### src/rtl/pipeline_stage_sequencer.sv
// Write-enable sequencer for an N-stage RV32 datapath with run-time SEQ/PIPE modes.
// Optional retired/stall counters are enabled by defining PIPELINE_STAGE_SEQUENCER_PERF_EN.
module pipeline_stage_sequencer #(
  parameter int unsigned N_STAGES     = 5,
  parameter int unsigned MEM_STAGE    = 3,
  parameter int unsigned FLUSH_STAGE  = 3,
  parameter int unsigned INIT_CYCLES  = 2,
  parameter bit          MODE_DEFAULT = 1'b0,
  parameter int unsigned PERF_W       = 32
) (
  input  logic                clk,
  input  logic                reset_n,
  input  logic                mode_req,
  input  logic                stall_req,
  input  logic                hazard_stall,
  input  logic                flush_req,
  output logic                mode,
  output logic                pc_wren,
  output logic [N_STAGES-2:0] pipe_wren,
  output logic [N_STAGES-1:0] stage_valid,
  output logic                ram_wren,
  output logic                reg_wren,
  output logic                stage_reset_n,
  output logic                draining
`ifdef PIPELINE_STAGE_SEQUENCER_PERF_EN
  ,
  output logic [PERF_W-1:0]   retired_count,
  output logic [PERF_W-1:0]   stall_count
`endif
);

  localparam int unsigned TW = $clog2(N_STAGES);
  localparam int unsigned IW = $clog2(INIT_CYCLES + 1);

  typedef enum logic {M_SEQ = 1'b0, M_PIPE = 1'b1} mode_e;

  if ((N_STAGES < 3) || (MEM_STAGE < 1) || (MEM_STAGE > N_STAGES - 2) ||
      (FLUSH_STAGE < 1) || (FLUSH_STAGE > N_STAGES - 2) ||
      (INIT_CYCLES < 1) || (PERF_W < 1)) begin : g_bad_params
    $error("pipeline_stage_sequencer: illegal parameter combination");
  end

  mode_e               r_mode,      w_mode_nxt;
  logic                r_draining,  w_draining_nxt;
  logic [TW-1:0]       r_token,     w_token_nxt;
  logic [N_STAGES-1:0] r_valid,     w_valid_nxt;
  logic [IW-1:0]       r_init_cnt,  w_init_cnt_nxt;
  logic                r_srst_n,    w_srst_n_nxt;
  logic                w_switch;

  always_ff @(posedge clk or negedge reset_n) begin
    if (!reset_n) begin
      r_mode     <= mode_e'(MODE_DEFAULT);
      r_draining <= 1'b0;
      r_token    <= '0;
      r_valid    <= '0;
      r_init_cnt <= '0;
      r_srst_n   <= 1'b0;
    end else begin
      r_mode     <= w_mode_nxt;
      r_draining <= w_draining_nxt;
      r_token    <= w_token_nxt;
      r_valid    <= w_valid_nxt;
      r_init_cnt <= w_init_cnt_nxt;
      r_srst_n   <= w_srst_n_nxt;
    end
  end

  always_comb begin
    w_mode_nxt     = r_mode;
    w_draining_nxt = r_draining;
    w_token_nxt    = r_token;
    w_valid_nxt    = r_valid;
    w_init_cnt_nxt = r_init_cnt;
    w_srst_n_nxt   = r_srst_n;
    w_switch       = 1'b0;
    pc_wren        = 1'b0;
    pipe_wren      = '0;
    ram_wren       = 1'b0;
    reg_wren       = 1'b0;

    if (!r_srst_n) begin
      if (r_init_cnt == IW'(INIT_CYCLES - 1)) begin
        w_srst_n_nxt = 1'b1;
        w_valid_nxt  = N_STAGES'(1);
      end else begin
        w_init_cnt_nxt = r_init_cnt + IW'(1);
      end
    end else begin
      if (!r_draining && (mode_req != r_mode)) begin
        w_draining_nxt = 1'b1;
      end
      // An empty stage_valid while draining marks the switch cycle in both modes;
      // SEQ clears it after the final write-back of a drain.
      w_switch = r_draining && (r_valid == '0) && !stall_req;
      if (w_switch) begin
        w_mode_nxt     = (r_mode == M_SEQ) ? M_PIPE : M_SEQ;
        w_draining_nxt = 1'b0;
        w_token_nxt    = '0;
        w_valid_nxt    = N_STAGES'(1);
      end else if (stall_req) begin
        w_valid_nxt = r_valid;
      end else if (r_mode == M_SEQ) begin
        if (r_token == TW'(N_STAGES - 1)) begin
          pc_wren     = 1'b1;
          reg_wren    = 1'b1;
          w_token_nxt = '0;
          w_valid_nxt = r_draining ? '0 : N_STAGES'(1);
        end else begin
          for (int unsigned k = 0; k < N_STAGES - 1; k++) begin
            pipe_wren[k] = (r_token == TW'(k));
          end
          ram_wren    = (r_token == TW'(MEM_STAGE));
          w_token_nxt = r_token + TW'(1);
          w_valid_nxt = r_valid << 1;
        end
      end else begin
        pc_wren   = 1'b1;
        pipe_wren = '1;
        ram_wren  = r_valid[MEM_STAGE];
        reg_wren  = r_valid[N_STAGES-1];
        if (flush_req) begin
          for (int unsigned i = FLUSH_STAGE + 1; i < N_STAGES; i++) begin
            w_valid_nxt[i] = r_valid[i-1];
          end
          for (int unsigned i = 1; i <= FLUSH_STAGE; i++) begin
            w_valid_nxt[i] = 1'b0;
          end
          w_valid_nxt[0] = ~r_draining;
        end else if (hazard_stall) begin
          pc_wren        = 1'b0;
          pipe_wren[0]   = 1'b0;
          w_valid_nxt[2] = 1'b0;
          for (int unsigned i = 3; i < N_STAGES; i++) begin
            w_valid_nxt[i] = r_valid[i-1];
          end
        end else begin
          w_valid_nxt = {r_valid[N_STAGES-2:0], ~r_draining};
        end
      end
    end
  end

  assign mode          = r_mode;
  assign stage_valid   = r_valid;
  assign stage_reset_n = r_srst_n;
  assign draining      = r_draining;

`ifdef PIPELINE_STAGE_SEQUENCER_PERF_EN
  logic [PERF_W-1:0] r_retired_count;
  logic [PERF_W-1:0] r_stall_count;

  always_ff @(posedge clk or negedge reset_n) begin
    if (!reset_n) begin
      r_retired_count <= '0;
      r_stall_count   <= '0;
    end else begin
      if (reg_wren) begin
        r_retired_count <= r_retired_count + PERF_W'(1);
      end
      if (r_srst_n && (stall_req || hazard_stall)) begin
        r_stall_count <= r_stall_count + PERF_W'(1);
      end
    end
  end

  assign retired_count = r_retired_count;
  assign stall_count   = r_stall_count;
`endif

endmodule
### config.mk
export PLATFORM = sky130hd
export DESIGN_NAME = pipeline_stage_sequencer
export DESIGN_NICKNAME = d
export VERILOG_FILES = /design/src/rtl/pipeline_stage_sequencer.sv
export SDC_FILE = /design/constraint.sdc
export NUM_CORES = 1
export LEC_CHECK = 0
export BUFFER_PORTS_ARGS = -buffer_cell sky130_fd_sc_hd__buf_2
export CAP_MARGIN = 20
export CORE_MARGIN = 1.5
export CORE_UTILIZATION = 50
export CTS_CLUSTER_DIAMETER = 40
export CTS_CLUSTER_SIZE = 12
export DETAILED_ROUTE_END_ITERATION = 10
export PLACE_DENSITY = 0.75
export SLEW_MARGIN = 30
export SYNTH_ARGS = -nofsm -noshare
export SYNTH_HDL_FRONTEND = slang
export SYNTH_SLANG_ARGS = --single-unit
### constraint.sdc
create_clock -name clk -period 2.36 [get_ports clk]
set_input_delay 0.472 -clock clk [delete_from_list [all_inputs] [get_ports clk]]
set_output_delay 0.472 -clock clk [all_outputs]
set_load 0.005 [all_outputs]
==> flow_summary.ini, run 1 <==
[worst_hold_path]
hold_path.class = primary input to asynchronous set/reset pin

[yosys]
ys.flop_type = dfrtp_1
yosys_warnings = 0
synth_edf_count = 0
yosys.area.top_type = dfrtp_1
ys_seq_area_frac = 0.3683
syn-num-nets = 104
ys_top_cells_by_area = dfrtp_1 (37%), ha_1 (8.5%), a21oi_1 (5.7%), a32o_1 (4.5%), nand2_1 (3.0%)
synth.distinct_cells = 35
synth-async-reset-ratio = 1.000
synth_top_area_share = 0.3683
ys_seq_elements = 13
avgSynthCellArea_um2 = 9.602
syn_inst = 92
syn_area_um2 = 883.3

[final_layout]
drive_gt1_frac = 0.2920
finalNonFillerCells = 130
stdcell_area_mm2 = 0.001021
synthToLayoutAreaGrowth_pct = 15.58
seq_area_um2 = 325.3
diodes = 0
nets = 126
multiInputGateArea_um2 = 520.5
fillers = 152

[clock_tree]
cts_resized = 0
clock_latency_ps = 280
clockRootBuffer = clkbuf_4
cts_buffer_depth = 2
cts-htree-levels = 1
hold_buffers = 0
cts_buffers = 3
post_cts_buffers = 0
path_clk_slew_ps = 80
cts_tree = done
cts_num_sinks = 13

[global_route]
grt_max_degree = 22
grt_use_total = 0.2070
antenna_found_initial = 0
grt_pass1_vias = 683
grt_pass1_wl_mm = 2.987
gr-total-overflow = 0

[critical_path]
cp.arrival_ps = 1800
cp_top_family = simple AND/OR/NAND/NOR gates
cp_max_fo = 8
critPathSlowestCell = or4_4
critPathLaunchType = flop
worstSetupEndpointType = primary output
path_buf_inv = 1
worstPathRequired_ps = 1890
cp_cell_sequence = or4_4 > o21ai_4 > nor3_1 > buf_2
max_stage_delay_ps = 580
criticalPathCategory = flop to primary output

[placement]
dp.cells = 126
placed_area_um2 = 993.5
io_buffer_count = 20
gp_congestion = 0.8099
place_hpwl_mm = 1.455
place_ws_ps = 264.2

[power_and_ir_drop]
leakage_nw = 0.4646
p_per_area_mw_per_mm2 = 1158
power_w = 0.001183
peakVddDrop_uv = 690.6

[sta]
worst_clock_skew_ps = 3.502
rsz0062_at_grt = false
setup_violations = 0
max_freq_mhz = 439.3
period_share = 0.9646
min_period_ps = 2276
timing.final.hold_violations = 0
setup_slack_ps = 83.57
setup_tns_ps = 0
tightestPinTransition_ps = 607.9
relSlewSlack = 0.5947
drv_slew = 0

[floorplan]
die_y_um = 45.03
rows = 15
start_util = 0.5230
io_pins = 21
die_w_um = 45.03
dieArea_mm2 = 0.002028
core-area_mm2 = 0.001689

[drt]
viasPerCell = 5.938
vias = 772
ant_nets = 0
post_drt_wl_per_cell_um = 14.48
drc = 0
wirelength_mm = 1.883
firstDrtPassIters = 4
drt_iter0_drc = 28

[outcome]
outcome = complete, no violations

[run]
maxCapViolCount = 0
[cells in the mapped netlist (all sizes together), types with 2 or more instances]
master	number
nand2b	3
nor2	6
o21ai	3
inv	5
a21oi	10
xor2	2
nand3b	2
dfrtp	13
nand2	7
nor3	3
a211oi	3
a32o	4
nor2b	2
buf	4
ha	6
or3b	2
[layout by cell type, fill, tap and decap left out]
cell / Yosys / layout
nor2_1: 6 / 6
a21oi_1: 10 / 10
clkbuf_4: 0 / 3
xor2_1: 2 / 2
and3b_1: 1 / 1
a211oi_1: 3 / 3
o21ai_0: 2 / 2
buf_4: 0 / 1
dfrtp_1: 13 / 13
a2111oi_0: 1 / 1
o21ai_4: 1 / 1
nor4_4: 1 / 1
a21o_1: 1 / 1
nand2_1: 7 / 7
buf_2: 3 / 20
o311ai_1: 1 / 1
nand4b_1: 1 / 1
nor3_1: 3 / 3
or2_2: 1 / 1
xnor2_1: 1 / 1
a22o_1: 1 / 1
nand3b_1: 2 / 2
or4_4: 1 / 1
a211o_1: 1 / 1
a31oi_1: 1 / 1
nor3b_2: 1 / 1
ha_1: 6 / 6
inv_1: 5 / 5
or3b_2: 2 / 2
nor2b_1: 2 / 2
o221ai_2: 1 / 1
o211ai_1: 1 / 1
nand3_1: 1 / 1
a21boi_0: 1 / 1
a32o_1: 4 / 4
nand2b_1: 3 / 3
clkinv_2: 0 / 1
[final timing paths]
check                      depth (start not counted)  slack, ps           start             end
max                                                4         80  stage_valid[4]    pipe_wren[0]
min                                                1         60         reset_n  stage_valid[4]
max reg2reg                                        5        650      r_token[0]      r_token[2]
min reg2reg                                        1        480   r_init_cnt[0]   r_init_cnt[0]
max in group asynchronous                          1       2080         reset_n            mode
min in group clk                                   1        480   r_init_cnt[0]   r_init_cnt[0]
[area by class of cell]
class,instances,share of cell area
clock inverters,1,0.004902
flip-flops and latches,13,0.3186
inverters,5,0.01838
repair buffers,21,0.1054
multi-input cells,70,0.5098
well taps,17,0.02083
clock buffers,3,0.02206
[flip-flops by register name (all words and copies together) (netlist names)]
signal / flops
draining: 1
mode: 1
r_init_cnt: 2
r_token: 3
stage_reset_n: 1
stage_valid: 5
[logic make-up (layout without fill, tap and decap cells)]
family,count (synthesis),count (layout),share of synthesized area
fa+ha+maj,6,6,0.08498
buf+inv,9,30,0.04249
xor+xnor,3,3,0.02975
flops,13,13,0.3683
compound gates,29,29,0.2465
simple gates,32,32,0.2280
[power by group]
part / switching, W / internal (W) / leakage [nW]
combinational: 0.000298 / 0.000295 / 0.292
clock: 0.0000751 / 0.0000629 / 0.0177
sequential: 0.000156 / 0.000295 / 0.155
total: 0.000529 / 0.000653 / 0.465
[metrics by stage]
stage	hold slack, ps	util
3_3_place_gp	372.8	0.5881
6_report	56.79	0.6044
5_1_grt	78.67	0.6044
3_5_place_dp	370.6	0.5881
4_1_cts	63.00	0.6044
2_1_floorplan	176.4	-
[layer usage]
metal  GRT usage  share of wire  vias to the layer above  wire length (um)
met5           0              0                        -                 0
met4     0.03529         0.0048                        0                 9
met3     0.06000          0.054                        2               101
met2      0.3629           0.51                       28               969
met1      0.2545           0.43                      358               802
li1            -              -                      384                 -
(Power assumes the default switching activity.)
==> run 2, diff against run 1 <==
Settings changed: CAP_MARGIN 20 to default, CORE_UTILIZATION 50 to 55, CTS_BUF_LIST from default to sky130_fd_sc_hd__clkbuf_2 sky130_fd_sc_hd__clkbuf_4 sky130_fd_sc_hd__clkbuf_8, PLACE_DENSITY 0.75 to 0.82.
==> flow_summary.ini, run 2 (synthesis gave the netlist of run 1 again) <==
[critical_path]
r2r_setup_slack_ps = 660
critPathSlowestCell = or4_4
criticalPathCategory = flop to primary output
worstSetupEndpointType = primary output
worstPathRequired_ps = 1890
critPathCapture = pc_wren
cp_num_cells = 4
max_stage_delay_ps = 580
crit_path_start = stage_valid[4]
regToRegStartpoint = r_token[0]
r2r-end = r_token[2]
cp_top_family = simple AND/OR/NAND/NOR gates
r2r_cells = 5
path_buf_inv = 1
cp.arrival_ps = 1800
cp_max_fo = 8
critPathLaunchType = flop
cp_cell_sequence = or4_4 > o21ai_4 > nor3_1 > buf_2

[power_and_ir_drop]
leakage_nw = 0.4653
internal_power_w = 0.0006681
peakVddDrop_uv = 720.4
sw_frac_of_total = 0.4408
p_comb_frac = 0.500
p_sw_w = 0.0005266
p_per_area_mw_per_mm2 = 1169
p_seq_frac = 0.375
p_clk_frac = 0.125

[sta]
timing.final.hold_violations = 0
max_freq_mhz = 440.8
setup_violations = 0
setup_tns_ps = 0
min_period_ps = 2269
worst_clock_skew_ps = 1.573
tightestPinTransition_ps = 614.1
setup_slack_ps = 91.31
period_share = 0.9613
drv_slew = 0
holdWs_ps = 64.31
relSlewSlack = 0.5906
rsz0062_at_grt = false

[final_layout]
diodes = 0
layout_common_cells = buf_2 (20), dfrtp_1 (13), a21oi_1 (10)
nets = 126
final_common_cell = buf_2
synthToLayoutAreaGrowth_pct = 15.72
drive_gt1_frac = 0.2920
largest_reg_flops = 5
finalNonFillerCells = 129

[placement]
place_ws_ps = 255.1
io_buffer_count = 20
dp.cells = 125
place_hpwl_mm = 1.417
gp_congestion = 0.8180

[clock_tree]
cts_buffer_depth = 2
cts-htree-levels = 1
clockRootBuffer = clkbuf_4
cts_resized = 0
hold_buffers = 0
path_clk_slew_ps = 80
cts_num_sinks = 13
cts_tree = done
cts_buffers = 3
post_cts_buffers = 0
clock_latency_ps = 270

[floorplan]
start_util = 0.5864
dieArea_mm2 = 0.001855
die_w_um = 43.08
rows = 14
die_y_um = 43.08
core-area_mm2 = 0.001506
io_pins = 21

[drt]
viasPerCell = 6.101
post_drt_wl_per_cell_um = 14.42
firstDrtPassIters = 4
ant_nets = 0
drc = 0
drt_iter0_drc = 23
wirelength_mm = 1.860
vias = 787

[global_route]
antenna_found_initial = 0
grt_pass1_wl_mm = 3.070
grt_max_degree = 22
gr-total-overflow = 0
grt_use_total = 0.2247
grt_pass1_vias = 696

[worst_hold_path]
hold_path.class = primary input to asynchronous set/reset pin

[outcome]
outcome = complete, no violations

[run]
maxCapViolCount = 0
-- run 2: cell types whose count changed in the layout (fill, tap and decap cells not counted), sizes merged --
cell / delta
clkinv: -1
clkbuf: +1
-- run 2: cell type report --
class / instances / area [um^2]
repair buffers: 21 / 107.6
flip-flops and latches: 13 / 325.3
fillers: 129 / 484.2
multi-input cells: 70 / 520.5
clock buffers: 4 / 30.03
well taps: 16 / 20.02
inverters: 5 / 18.77
-- run 2: worst min path at each step --
| stage | from | to | cells after the start |
|---|---|---|---|
| 2_1_floorplan | reset_n | draining | 0 |
| 3_5_place_dp | reset_n | r_token[0] | 1 |
| 5_1_grt | reset_n | mode | 1 |
| 6_report | reset_n | r_token[0] | 1 |
| 4_1_cts | reset_n | r_token[0] | 1 |
| 3_3_place_gp | reset_n | r_token[0] | 1 |
-- run 2: routing by layer --
layer / routed length [um] / GRT usage / share of wire
met5: 0 / 0 / 0
met2: 999 / 0.3970 / 0.54
met1: 774 / 0.2678 / 0.42
met4: 8 / 0.09091 / 0.0043
met3: 77 / 0.03830 / 0.041
-- run 2: power groups by stage --
stage	Sequential [W]	Combinational (W)	Clock, W
3_5_place_dp	0.000450	0.000597	0
2_1_floorplan	0.000379	0.000487	0
4_1_cts	0.000446	0.000601	0.000151
5_1_grt	0.000466	0.000664	0.000164
6_report	0.000448	0.000598	0.000149
3_3_place_gp	0.000447	0.000574	0
-- run 2: through the flow --
step / power [W] / utilization / cell area, um^2
after floorplan: 0.0008669 / - / 883.3
after global placement: 0.001022 / 0.6586 / 992.2
after detailed placement: 0.001047 / 0.6586 / 992.2
after CTS: 0.001199 / 0.6786 / 1022
after global routing: 0.001294 / 0.6786 / 1022
final: 0.001195 / 0.6786 / 1022
==> run 3, diff against run 2 <==
Settings changed: REMOVE_ABC_BUFFERS from default to 1.
==> flow_summary.ini, run 3 (synthesis gave the netlist of run 1 again) <==
[outcome]
outcome = complete, no violations

[sta]
setup_tns_ps = 0
tightestPinTransition_ps = 619.3
min_period_ps = 2271
period_share = 0.9623
timing.final.hold_violations = 0
worst_clock_skew_ps = 11.39
max_freq_mhz = 440.3
setup_violations = 0
drv_slew = 0
rsz0062_at_grt = false
relSlewSlack = 0.5871

[global_route]
grt_max_degree = 22
antenna_found_initial = 0
grt_pass1_wl_mm = 3.146
grt_use_total = 0.2281
gr-total-overflow = 0
grt_pass1_vias = 698

[final_layout]
final_core_util = 0.6786
drive_gt1_frac = 0.2920
final_common_cell = buf_2
stdcell_area_mm2 = 0.001022
diodes = 0
multiInputGateArea_um2 = 520.5
seq_area_um2 = 325.3
fillers = 137
nets = 126
largest_reg_flops = 5
synthToLayoutAreaGrowth_pct = 15.72
layout_common_cells = buf_2 (20), dfrtp_1 (13), a21oi_1 (10)

[drt]
firstDrtPassIters = 4
ant_nets = 0
wirelength_mm = 1.866
viasPerCell = 6.178
vias = 797
drc = 0
drt_iter0_drc = 12
post_drt_wl_per_cell_um = 14.47

[floorplan]
die_y_um = 43.08
dieArea_mm2 = 0.001855
die_w_um = 43.08
core-area_mm2 = 0.001506
io_pins = 21
rows = 14
start_util = 0.5864

[clock_tree]
hold_buffers = 0
clock_latency_ps = 290
cts-htree-levels = 1
post_cts_buffers = 0
cts_resized = 0
path_clk_slew_ps = 90
cts_buffer_depth = 2
cts_buffers = 3
cts_tree = done
clockRootBuffer = clkbuf_4
cts_num_sinks = 13

[placement]
placed_area_um2 = 992.2
place_hpwl_mm = 1.340
io_buffer_count = 20
gp_congestion = 0.8390

[power_and_ir_drop]
peakVddDrop_uv = 532.3
leakage_nw = 0.4652
p_per_area_mw_per_mm2 = 1172

[critical_path]
critPathLaunchType = flop
cp_max_fo = 8
worstSetupEndpointType = primary output
criticalPathCategory = flop to primary output
cp.arrival_ps = 1800
worstPathRequired_ps = 1890

[worst_hold_path]
hold_path.class = primary input to asynchronous set/reset pin

[run]
maxCapViolCount = 0
==> run 3: cell counts in the layout (fill, tap and decap cells not counted) <==
No cell type changed its count.
==> run 3: worst paths after layout <==
path | start | end | slack (ps) | cells past startpoint
worst max-delay path | stage_valid[4] | pc_wren | 90 | 4
worst min-delay path | reset_n | stage_valid[0] | 50 | 1
worst max register to register | r_token[0] | r_token[2] | 660 | 5
worst min register to register | r_init_cnt[0] | r_init_cnt[0] | 490 | 1
max in group asynchronous | reset_n | mode | 2070 | 1
min in group clk | r_init_cnt[0] | r_init_cnt[0] | 490 | 1
==> run 3: area by class of cell <==
| type | instances | share of cell area |
|---|---|---|
| multi-input combinational | 70 | 0.5092 |
| sequential | 13 | 0.3182 |
| timing repair buffer | 21 | 0.1053 |
| clock buffer | 4 | 0.02938 |
| tap | 16 | 0.01958 |
| inverter | 5 | 0.01836 |
==> run 3: metrics by stage <==
stage	setup WS [ps]	power, W	cells	hold WS (ps)
global placement	285.0	0.001026	125	373.0
global route	20.37	0.001305	129	80.07
floorplan	560.9	0.0008464	88	176.4
detailed placement	257.3	0.001037	125	377.0
CTS	64.12	0.001195	129	63.81
finish	89.02	0.001198	129	50.78
==> run 3: report_power, final <==
| group | internal (W) | leakage [nW] | switching (W) |
|---|---|---|---|
| Combinational | 0.000295 | 0.292 | 0.000298 |
| Sequential | 0.000295 | 0.155 | 0.000156 |
| Clock | 0.0000773 | 0.0184 | 0.0000767 |
| Total | 0.000668 | 0.465 | 0.000531 |
==> run 3: layer usage <==
| layer | up-vias | track usage | wire [um] |
|---|---|---|---|
| met2 | 26 | 0.3636 | 891 |
| met1 | 382 | 0.3073 | 822 |
| li1 | 384 | - | - |
| met3 | 5 | 0.02553 | 108 |
| met5 | - | 0 | 0 |
| met4 | 0 | 0.1091 | 44 |
==> run 3: critical path, stage by stage (launching register included) <==
cell     delay (ps)
dfrtp_1         460
or4_4           580
o21ai_4         240
nor3_1           90
buf_2           130
